**src/rtl/gpu_pkg.sv**
```systemverilog
// Shared definitions for the draw-list fetcher and the GPU draw-call queue.
//   - list_state_e : list sequencer states
//   - DESC_WORDS   : words loaded per descriptor (higher words are ignored)
//   - Ofs*         : word offsets inside a descriptor
//   - drawcall_t   : one draw call as pushed into the GPU queue
//   - put_word     : write one 16-bit descriptor word into a drawcall_t
package gpu_pkg;

  localparam int unsigned DESC_WORDS = 9;

  localparam logic [3:0] OfsAddrLo   = 4'd0;
  localparam logic [3:0] OfsAddrHi   = 4'd1;
  localparam logic [3:0] OfsAddrX    = 4'd2;
  localparam logic [3:0] OfsAddrY    = 4'd3;
  localparam logic [3:0] OfsSheet    = 4'd4;
  localparam logic [3:0] OfsWidth    = 4'd5;
  localparam logic [3:0] OfsHeight   = 4'd6;
  localparam logic [3:0] OfsX        = 4'd7;
  localparam logic [3:0] OfsY        = 4'd8;

  typedef struct packed {
    logic [31:0] address;
    logic [15:0] address_x;
    logic [15:0] address_y;
    logic [15:0] sheetsize;
    logic [15:0] width;
    logic [15:0] height;
    logic [15:0] x;
    logic [15:0] y;
  } drawcall_t;

  typedef enum logic [1:0] {
    StIdle,
    StFetch,
    StIssue,
    StDone
  } list_state_e;

  // Offsets outside the descriptor leave the draw call unchanged.
  function automatic drawcall_t put_word(drawcall_t d, logic [3:0] ofs, logic [15:0] w);
    drawcall_t r;
    r = d;
    case (ofs)
      OfsAddrLo: r.address[15:0]  = w;
      OfsAddrHi: r.address[31:16] = w;
      OfsAddrX:  r.address_x      = w;
      OfsAddrY:  r.address_y      = w;
      OfsSheet:  r.sheetsize      = w;
      OfsWidth:  r.width          = w;
      OfsHeight: r.height         = w;
      OfsX:      r.x              = w;
      OfsY:      r.y              = w;
      default:   r                = d;
    endcase
    return r;
  endfunction

endpackage

```
**src/rtl/desc_loader.sv**
```systemverilog
// Descriptor read pipeline: issues reads for words 0..DESC_WORDS-1 of one
// descriptor and assembles them into a shadow drawcall_t.
// Ports:
//   clk, rst          : clock, synchronous active-high reset
//   load, load_addr   : start a new descriptor at load_addr
//   fetch             : read requests are allowed
//   mem_req/addr/gnt  : read request handshake (accept on req && gnt)
//   mem_rdata         : read data, valid the cycle after the accept
//   desc              : shadow fields including the word arriving this cycle
//   desc_last         : the final descriptor word arrives this cycle
module desc_loader
  import gpu_pkg::*;
(
  input  logic        clk,
  input  logic        rst,
  input  logic        load,
  input  logic [15:0] load_addr,
  input  logic        fetch,
  output logic        mem_req,
  output logic [15:0] mem_addr,
  input  logic        mem_gnt,
  input  logic [15:0] mem_rdata,
  output drawcall_t   desc,
  output logic        desc_last
);

  logic [15:0] addr_q;
  logic [3:0]  issued_q;
  logic        cap_valid_q;
  logic [3:0]  cap_ofs_q;
  drawcall_t   shadow_q;
  logic        accept;

  assign mem_req   = fetch && (issued_q < 4'(DESC_WORDS));
  assign mem_addr  = addr_q;
  assign accept    = mem_req && mem_gnt;

  // Merge the in-flight word so the top can take the complete descriptor on
  // the same edge the last word is captured.
  assign desc      = cap_valid_q ? put_word(shadow_q, cap_ofs_q, mem_rdata) : shadow_q;
  assign desc_last = cap_valid_q && (cap_ofs_q == OfsY);

  always_ff @(posedge clk) begin
    if (rst) begin
      addr_q      <= '0;
      issued_q    <= 4'(DESC_WORDS);
      cap_valid_q <= 1'b0;
      cap_ofs_q   <= '0;
      shadow_q    <= '0;
    end else begin
      shadow_q    <= desc;
      cap_valid_q <= accept;
      if (accept) cap_ofs_q <= issued_q;
      if (load) begin
        addr_q   <= load_addr;
        issued_q <= '0;
      end else if (accept) begin
        addr_q   <= addr_q + 16'd1;
        issued_q <= issued_q + 4'd1;
      end
    end
  end

endmodule

```
**src/rtl/draw_list_fetcher.sv**
```systemverilog
// Walks a list of draw descriptors in 16-bit memory and pushes one draw call
// per descriptor into the GPU queue, stalling while the queue is full.
// Optional feature macro: DRAW_LIST_SKIP_EMPTY_EN -- descriptors with zero
// width or height are dropped without a draw and without touching ctrl_*.
// Ports:
//   clk, rst              : clock, synchronous active-high reset
//   start, list_addr,
//   list_count            : run a list (sampled only when idle)
//   busy, done            : list in progress / one-cycle completion pulse
//   mem_*                 : descriptor read port
//   ctrl_*                : registered draw-call fields, ctrl_draw push,
//                           ctrl_full back-pressure
// DESC_STRIDE must be a power of two and at least 9.
module draw_list_fetcher
  import gpu_pkg::*;
#(
  parameter int unsigned DESC_STRIDE = 16,
  parameter int unsigned COUNT_WIDTH = 8
) (
  input  logic                   clk,
  input  logic                   rst,
  input  logic                   start,
  input  logic [15:0]            list_addr,
  input  logic [COUNT_WIDTH-1:0] list_count,
  output logic                   busy,
  output logic                   done,
  output logic [15:0]            mem_addr,
  output logic                   mem_req,
  input  logic                   mem_gnt,
  input  logic [15:0]            mem_rdata,
  output logic [31:0]            ctrl_address,
  output logic [15:0]            ctrl_address_x,
  output logic [15:0]            ctrl_address_y,
  output logic [15:0]            ctrl_sheetsize,
  output logic [15:0]            ctrl_width,
  output logic [15:0]            ctrl_height,
  output logic [15:0]            ctrl_x,
  output logic [15:0]            ctrl_y,
  output logic                   ctrl_draw,
  input  logic                   ctrl_full
);

  list_state_e            state_q, state_d;
  logic [15:0]            base_q, base_d, next_base;
  logic [COUNT_WIDTH-1:0] count_q, count_d;
  logic [COUNT_WIDTH-1:0] idx_q, idx_d, idx_inc;
  drawcall_t              ctrl_q, ctrl_d;
  drawcall_t              desc;
  logic                   desc_last;
  logic                   load;
  logic [15:0]            load_addr;
  logic                   advance;
  logic                   skip;

  assign next_base = base_q + 16'(DESC_STRIDE);
  assign idx_inc   = idx_q + COUNT_WIDTH'(1);

`ifdef DRAW_LIST_SKIP_EMPTY_EN
  assign skip = (desc.width == '0) || (desc.height == '0);
`else
  assign skip = 1'b0;
`endif

  desc_loader u_desc_loader (
    .clk       (clk),
    .rst       (rst),
    .load      (load),
    .load_addr (load_addr),
    .fetch     (state_q == StFetch),
    .mem_req   (mem_req),
    .mem_addr  (mem_addr),
    .mem_gnt   (mem_gnt),
    .mem_rdata (mem_rdata),
    .desc      (desc),
    .desc_last (desc_last)
  );

  always_comb begin
    state_d   = state_q;
    base_d    = base_q;
    count_d   = count_q;
    idx_d     = idx_q;
    ctrl_d    = ctrl_q;
    busy      = 1'b0;
    done      = 1'b0;
    ctrl_draw = 1'b0;
    load      = 1'b0;
    load_addr = next_base;
    advance   = 1'b0;

    unique case (state_q)
      StIdle: begin
        if (start) begin
          base_d  = list_addr;
          count_d = list_count;
          idx_d   = '0;
          if (list_count == '0) begin
            state_d = StDone;
          end else begin
            state_d   = StFetch;
            load      = 1'b1;
            load_addr = list_addr;
          end
        end
      end
      StFetch: begin
        busy = 1'b1;
        if (desc_last) begin
          if (skip) begin
            advance = 1'b1;
          end else begin
            // Outputs only change here, so a pending draw is never disturbed.
            ctrl_d  = desc;
            state_d = StIssue;
          end
        end
      end
      StIssue: begin
        busy = 1'b1;
        if (!ctrl_full) begin
          ctrl_draw = 1'b1;
          advance   = 1'b1;
        end
      end
      StDone: begin
        done    = 1'b1;
        state_d = StIdle;
      end
      default: state_d = StIdle;
    endcase

    if (advance) begin
      idx_d  = idx_inc;
      base_d = next_base;
      if (idx_inc == count_q) begin
        state_d = StDone;
      end else begin
        state_d = StFetch;
        load    = 1'b1;
      end
    end
  end

  always_ff @(posedge clk) begin
    if (rst) begin
      state_q <= StIdle;
      base_q  <= '0;
      count_q <= '0;
      idx_q   <= '0;
      ctrl_q  <= '0;
    end else begin
      state_q <= state_d;
      base_q  <= base_d;
      count_q <= count_d;
      idx_q   <= idx_d;
      ctrl_q  <= ctrl_d;
    end
  end

  assign ctrl_address   = ctrl_q.address;
  assign ctrl_address_x = ctrl_q.address_x;
  assign ctrl_address_y = ctrl_q.address_y;
  assign ctrl_sheetsize = ctrl_q.sheetsize;
  assign ctrl_width     = ctrl_q.width;
  assign ctrl_height    = ctrl_q.height;
  assign ctrl_x         = ctrl_q.x;
  assign ctrl_y         = ctrl_q.y;

endmodule
```
**config.mk**
```make
export PLATFORM = sky130hd
export DESIGN_NAME = draw_list_fetcher
export DESIGN_NICKNAME = d
export VERILOG_FILES = /design/src/rtl/gpu_pkg.sv /design/src/rtl/desc_loader.sv /design/src/rtl/draw_list_fetcher.sv
export SDC_FILE = /design/constraint.sdc
export NUM_CORES = 1
export LEC_CHECK = 0
export ABC_CLOCK_PERIOD_IN_PS = 5200
export BUFFER_PORTS_ARGS = -buffer_cell sky130_fd_sc_hd__buf_2
export CAP_MARGIN = 20
export CORE_UTILIZATION = 50
export DETAILED_ROUTE_END_ITERATION = 10
export GPL_TIMING_DRIVEN = 0
export PLACE_DENSITY = 0.71
export SLEW_MARGIN = 0
export SYNTH_ARGS = -nofsm -noshare
export SYNTH_HDL_FRONTEND = slang
export SYNTH_SLANG_ARGS = --single-unit
```
**constraint.sdc**
```tcl
create_clock -name clk -period 5.2 [get_ports clk]
set_input_delay 0.52 -clock clk [delete_from_list [all_inputs] [get_ports clk]]
set_output_delay 0.52 -clock clk [all_outputs]
set_load 0.1 [all_outputs]
```
## Word-level counts from Yosys, hierarchy flattened

Cells that the tools add are included.

| cells by class | value |
|---|---|
| bitwise operators | 0 |
| div/mod/pow operators | 0 |
| multiplexer cells | 38 |
| equal/unequal tests | 14 |
| $mul | 0 |
| $add $sub $neg | 4 |
| $lt $le $gt $ge | 1 |
| reductions and logical operators | 16 |
| shift-type cells | 0 |

Operator list:

| kind | count |
|---|---|
| 16-bit 2-to-1 mux | 17 |
| 144-bit 2-to-1 mux | 1 |
| 8-bit 2-to-1 mux | 3 |
| 16-bit by 1-bit adder with 16-bit output (second input constant) | 1 |
| 16-bit by 5-bit adder with 16-bit output (second input constant) | 1 |
| 4-bit by 3-bit equality test with 1-bit output (second input constant) | 4 |
| 2-bit 2-to-1 mux | 5 |
| 1-bit 2-to-1 mux | 9 |
| 8-bit by 1-bit adder with 8-bit output (second input constant) | 1 |
| 4-bit by 2-bit equality test with 1-bit output (second input constant) | 2 |
| 8-bit equality test | 1 |
| 8-bit zero test | 1 |
| 4-bit 2-to-1 mux | 2 |
| 3-bit != test (second input constant) | 2 |
| 2-bit one-hot mux with 3 select lines | 1 |
| 2-bit AND reduction | 3 |
| 2-bit nonzero test | 3 |
| 4-bit by 1-bit adder with 4-bit output (second input constant) | 1 |
| 2-bit equality test (second input constant) | 2 |
| 4-bit by 1-bit equality test with 1-bit output (second input constant) | 1 |
| 4-bit equality test (second input constant) | 1 |
| 4-bit zero test | 1 |
| 4-bit < comparator (second input constant) | 1 |
| 4-bit nonzero test | 1 |
| 5 further kinds | 8 |

| storage, ports and cells | value |
|---|---|
| RAM bits | 0 |
| flip-flop bits (word level) | 347 |
| input bits | 45 |
| word-level logic and storage cells | 98 |
| bits in latches | 0 |
| bits in read-only memories | 0 |
| memories | 0 |
| output and inout bits | 164 |

## Depth between registers and ports, before layout

| logic depth | value |
|---|---|
| word-level depth | 7 |
| gate-level depth with buffers | 10 |
| gate-level depth less buffers | 9 |

## Cells and area by module

A second synthesis with hierarchy kept.

| unflattened totals | value |
|---|---|
| cells, all modules | 1536 |
| area total of the unflattened synthesis | 13899.6 µm² |

Modules (own cells, without submodules):

| module | instances | cells an instance | area an instance (µm²) |
|---|---|---|---|
| draw_list_fetcher | 1 | 913 | 7001.7 |
| desc_loader | 1 | 623 | 6897.9 |

## Worst setup path after synthesis

Ideal clock, no wire load.

| timing path | value |
|---|---|
| path kind | reg-to-output |
| start point | register state_q[1] |
| end point | output mem_req |
| arrival | 2.854 ns |
| setup slack | 1.826 ns |
| cell stages (with the launch flop) | 4 |
| buffers on the path | 0 |
| data required time | 4.680 ns |
| cells stage by stage | dfxtp_1 -> inv_1 -> ha_1 -> a21boi_0 |

| between the ends | value |
|---|---|
| longest elaborated chain between the ends | 2 |

RTL lines:

| item | line | RTL |
|---|---|---|
| from (decl) | draw_list_fetcher.sv:43 | `list_state_e state_q, state_d;` |
| from (signal assigned) | draw_list_fetcher.sv:146 | `state_q <= StIdle;` |
| from (signal assigned) | draw_list_fetcher.sv:152 | `state_q <= state_d;` |
| 2-bit by 1-bit equality test with 1-bit output | draw_list_fetcher.sv:69 | `.fetch (state_q == StFetch),` |
| 1-bit logical AND | desc_loader.sv:34 | `assign mem_req = fetch && (issued_q < 4'(DESC_WORDS));` |
| to (decl) | draw_list_fetcher.sv:28 | `output logic mem_req,` |

No other way between the ends.

## Final worst setup path

| timing path | value |
|---|---|
| start point | register state_q[0] |
| end point | output ctrl_draw |

| between the ends | value |
|---|---|
| longest elaborated chain between the ends | 2 |

RTL lines:

| item | line | RTL |
|---|---|---|
| 2-bit equality test | draw_list_fetcher.sv:91 | `unique case (state_q)` |
| 1-bit 2-to-1 mux | n/a |  |
| to (decl) | draw_list_fetcher.sv:39 | `output logic ctrl_draw,` |

No other way between the ends.

==> metrics.md <==
| Metric | Value |
|---|---|
| Pin slew with the least headroom to its limit | `1.03 ns` |
| CP required | `4.68 ns` |
| Filler cells | `2,265` |
| Sum Neg Setup Slack | `0 ns` |
| R2r worst-path depth | `8` |
| Area leader, netlist | `dfxtp_1` |
| # rows | `58` |
| Top_reg_cell synth | `dfxtp_1` |
| CP startpoint kind | `flip-flop` |
| Crit Path Class | `flip-flop to output pin` |
| DR vias/cell | `5.55` |
| Ranking of synthesized cells by area | `dfxtp_1 (52%), mux2i_1 (10%), nor2_1 (9.2%), a211oi_1 (7.7%), nand2_1 (3.4%)` |
| Diodes inserted | `0` |
| Wirelength per Cell | `18.9 um` |
| Worst r2r dst | `ctrl_x[6]$_SDFFE_PP0P_` |
| CP arrival | `2.72 ns` |
| Vias in the first global route | `10,200` |
| MaxCap Viol Count | `0` |
| DRT Pass-1 Iters | `7` |
| First-pass GRT wire length | `56,800 um` |
| Hold depth | `3` |
| Asr flop ratio synth | `0%` |
| Die Outline Area | `26,100 um2` |
| Final Hold Viols | `0` |
| Start point of the critical path | `state_q[0]$_SDFFE_PP0P_` |
| CP most frequent cell | `clkbuf_1` |
| Vias | `10,900` |
| DP Area | `14,100 um2` |
| WL final | `37,100 um` |
| Cells after Synth | `1,384` |
| TritonCTS buffer count | `36` |
| Detailed Place HPWL | `25,800 um` |
| VDD IR max | `0.318 mV` |
| Setup Buffers After CTS | `0` |
| CP Depth | `7` |
| Share of cells above drive strength 1 | `16.4%` |
| Top cells by count, synth | `dfxtp_1 (331), nor2_1 (313), a211oi_1 (130), mux2i_1 (130), nand2_1 (114)` |
| Top delay family on crit path | `buffers and inverters` |
| Worst-path cell chain | `inv_1, ha_1, nand2b_1, clkbuf_1, clkinv_1, clkbuf_1, buf_2` |
| Post-route DRC | `0` |
| H-tree depth | `2` |
| Core ar. | `25,100 um2` |
| Port Buffer Count | `191` |
| CP Capture Type | `output pin` |
| Chip width | `162 um` |
| Most frequent cell after synthesis | `dfxtp_1` |
| Pwr per Cell Area | `401 nW/um2` |
| Ys Warns | `0` |
| Unrepaired setup endpoints after global routing | `false` |
| Syn Std Cell Area | `12,700 um2` |
| Initial antenna violation count | `0` |
| # nets final | `1,670` |
| Post_cts resized | `0` |
| Worst clock skew | `0.0141 ns` |
| Finish-stage setup viols | `0` |
| Gr ovfl total | `0` |
| Sink Count | `331` |
| CTS tree | `built` |
| Design area | `15,200 um2` |
| Worst r2r src | `u_desc_loader.cap_valid_q$_SDFF_PP0_` |
| Fin. max-slew vios | `0` |
| Clock Root Buffer | `clkbuf_16` |
| Class of the worst hold path | `input port to flip-flop` |
| Initial Util | `50.8%` |
| Slowest stage cell, crit path | `clkbuf_1` |
| Final Cycle Share | `62.3%` |
| GRT Total Usage | `28.1%` |
| GP Congestion | `0.893` |
| Crit path time final | `3.24 ns` |
| Status | `complete, no violations` |
| Clk_lat worst skew | `0.52 ns` |
| Seq cells post-synth | `331` |
| Largest net degree at the start of global routing | `14` |
| Syn-to-layout area delta | `19.5%` |
| Leakage power | `6.45 nW` |
| Post-synth EDFFs | `0` |
| Distinct cell type count after synthesis | `62` |
| Buf+Inv Stages, Crit Path | `5` |
| ANT nets after route | `0` |
| Slew headroom | `31.2%` |
| IO Pins | `209` |
| Worst-path fanout max | `10` |
| WHS | `0.233 ns` |
| Initial DRC Count | `871` |
| CP max stage delay | `0.42 ns` |
| Worst Setup EP | `ctrl_draw` |
| Post-route setup slack | `1.96 ns` |
| Dpl ws | `2.17 ns` |
| Synth Area per Inst | `9.21 um2` |
| Fmax | `0.309 GHz` |
| Die Y | `162 um` |
| FF-to-FF setup slack | `2.06 ns` |
| Syn Nets | `1,439` |
| # hold bufs at CTS | `0` |
| Hold Crit Start | `list_addr[0]` |
| Synth top area share | `52.0%` |
| Reg clk slew, reported paths | `0.06 ns` |
| CTS Buffer Depth | `3` |
| Sequential fraction of the synthesis area | `52.0%` |
| Post-route core utilization | `60.7%` |
through the flow:
| step | cells | total power [mW] |
|---|---|---|
| 2_1_floorplan | 1384 | 3.51 |
| 3_3_place_gp | 1905 | 3.74 |
| 3_5_place_dp | 1907 | 3.76 |
| 4_1_cts | 1967 | 6.11 |
| 5_1_grt | 1967 | 6.31 |
| 6_report | 1967 | 6.11 |
sequential cells by signal, summed over array words and instances (netlist names):
register and count:
ctrl_y 16, ctrl_address_x 16, u_desc_loader.cap_valid_q 1, state_q 2
ctrl_height 16, u_desc_loader.mem_addr 16, u_desc_loader.shadow_q 128, u_desc_loader.cap_ofs_q 4
ctrl_width 16, idx_q 8, ctrl_sheetsize 16, ctrl_address_y 16
u_desc_loader.issued_q 4, count_q 8, ctrl_x 16, base_q 16
ctrl_address 32
worst register-to-register path: stages (launching register included):
cell and delay, ns:
dfxtp_1 0.37, nor3b_1 0.40, and3b_1 0.23, buf_2 0.11, and2_1 0.13, clkbuf_1 0.50, clkbuf_1 0.59, clkbuf_1 0.49
a211oi_1 0.17
worst min path at each step:
stage,end,slack (ns)
after floorplan,count_q[0]$_SDFFE_PP0P_,0.45
after global placement,ctrl_y[11]$_SDFFE_PP0P_,0.44
after detailed placement,ctrl_y[5]$_SDFFE_PP0P_,0.44
after CTS,u_desc_loader.mem_addr[0]$_SDFFE_PP0P_,0.22
after global routing,u_desc_loader.mem_addr[0]$_SDFFE_PP0P_,0.26
final,u_desc_loader.mem_addr[0]$_SDFFE_PP0P_,0.23
area by class of cell:
cell class | count | area [um2] | area share (%)
plain buffers | 115 | 520 | 3.42
repair buffers | 193 | 971 | 6.38
inverters | 9 | 33.8 | 0.222
flip-flops and latches | 331 | 6630 | 43.5
multi-input cells | 929 | 5560 | 36.5
well taps | 330 | 413 | 2.71
clock buffers | 53 | 1050 | 6.88
clock inverters | 7 | 53.8 | 0.353
cells in the final DEF, fill, tap and decap left out, drive strengths merged, types with 2 or more instances in the layout:
cell,instances
a311oi,4
a211oi,130
o21ai,19
and4,2
clkbuf,159
a21o,2
nand3,19
ha,10
nor4,2
a21oi,56
inv,8
a31oi,3
a32oi,2
nor2,313
buf,202
nand2,115
nand4,8
a41oi,2
dfxtp,331
nor3b,3
nand2b,3
nand3b,2
a22oi,8
clkinvlp,3
mux2i,130
clkinv,5
xor2,13
nor2b,2
and2,5
a221oi,4
or4,3
and3,14
xnor2,21
nor3,13
o211ai,5
metal layers:
metal	routed length (um)	track usage, %	share of wire [%]	vias up
met5	0	0	0	-
met4	966	8.66	2.6	0
met3	2800	6.13	7.5	67
met2	17000	45.1	46	369
met1	16400	37.8	44	5252
li1	-	-	-	5233
kinds of logic (layout without fill, tap and decap cells):
| family | count (synthesis) | in the layout | synth area share [%] |
|---|---|---|---|
| flops | 331 | 331 | 52.0 |
| fa+ha+maj | 10 | 10 | 0.982 |
| mux | 130 | 130 | 10.2 |
| simple gates | 507 | 507 | 16.4 |
| compound gates | 248 | 248 | 13.7 |
| buf+inv | 124 | 377 | 4.35 |
| xor+xnor | 34 | 34 | 2.34 |
report_power, final:
group	switching [mW]	internal [mW]
logic	0.739	0.259
clock network	1.00	1.39
registers	0.0930	2.62
(Power assumes the default switching activity.)
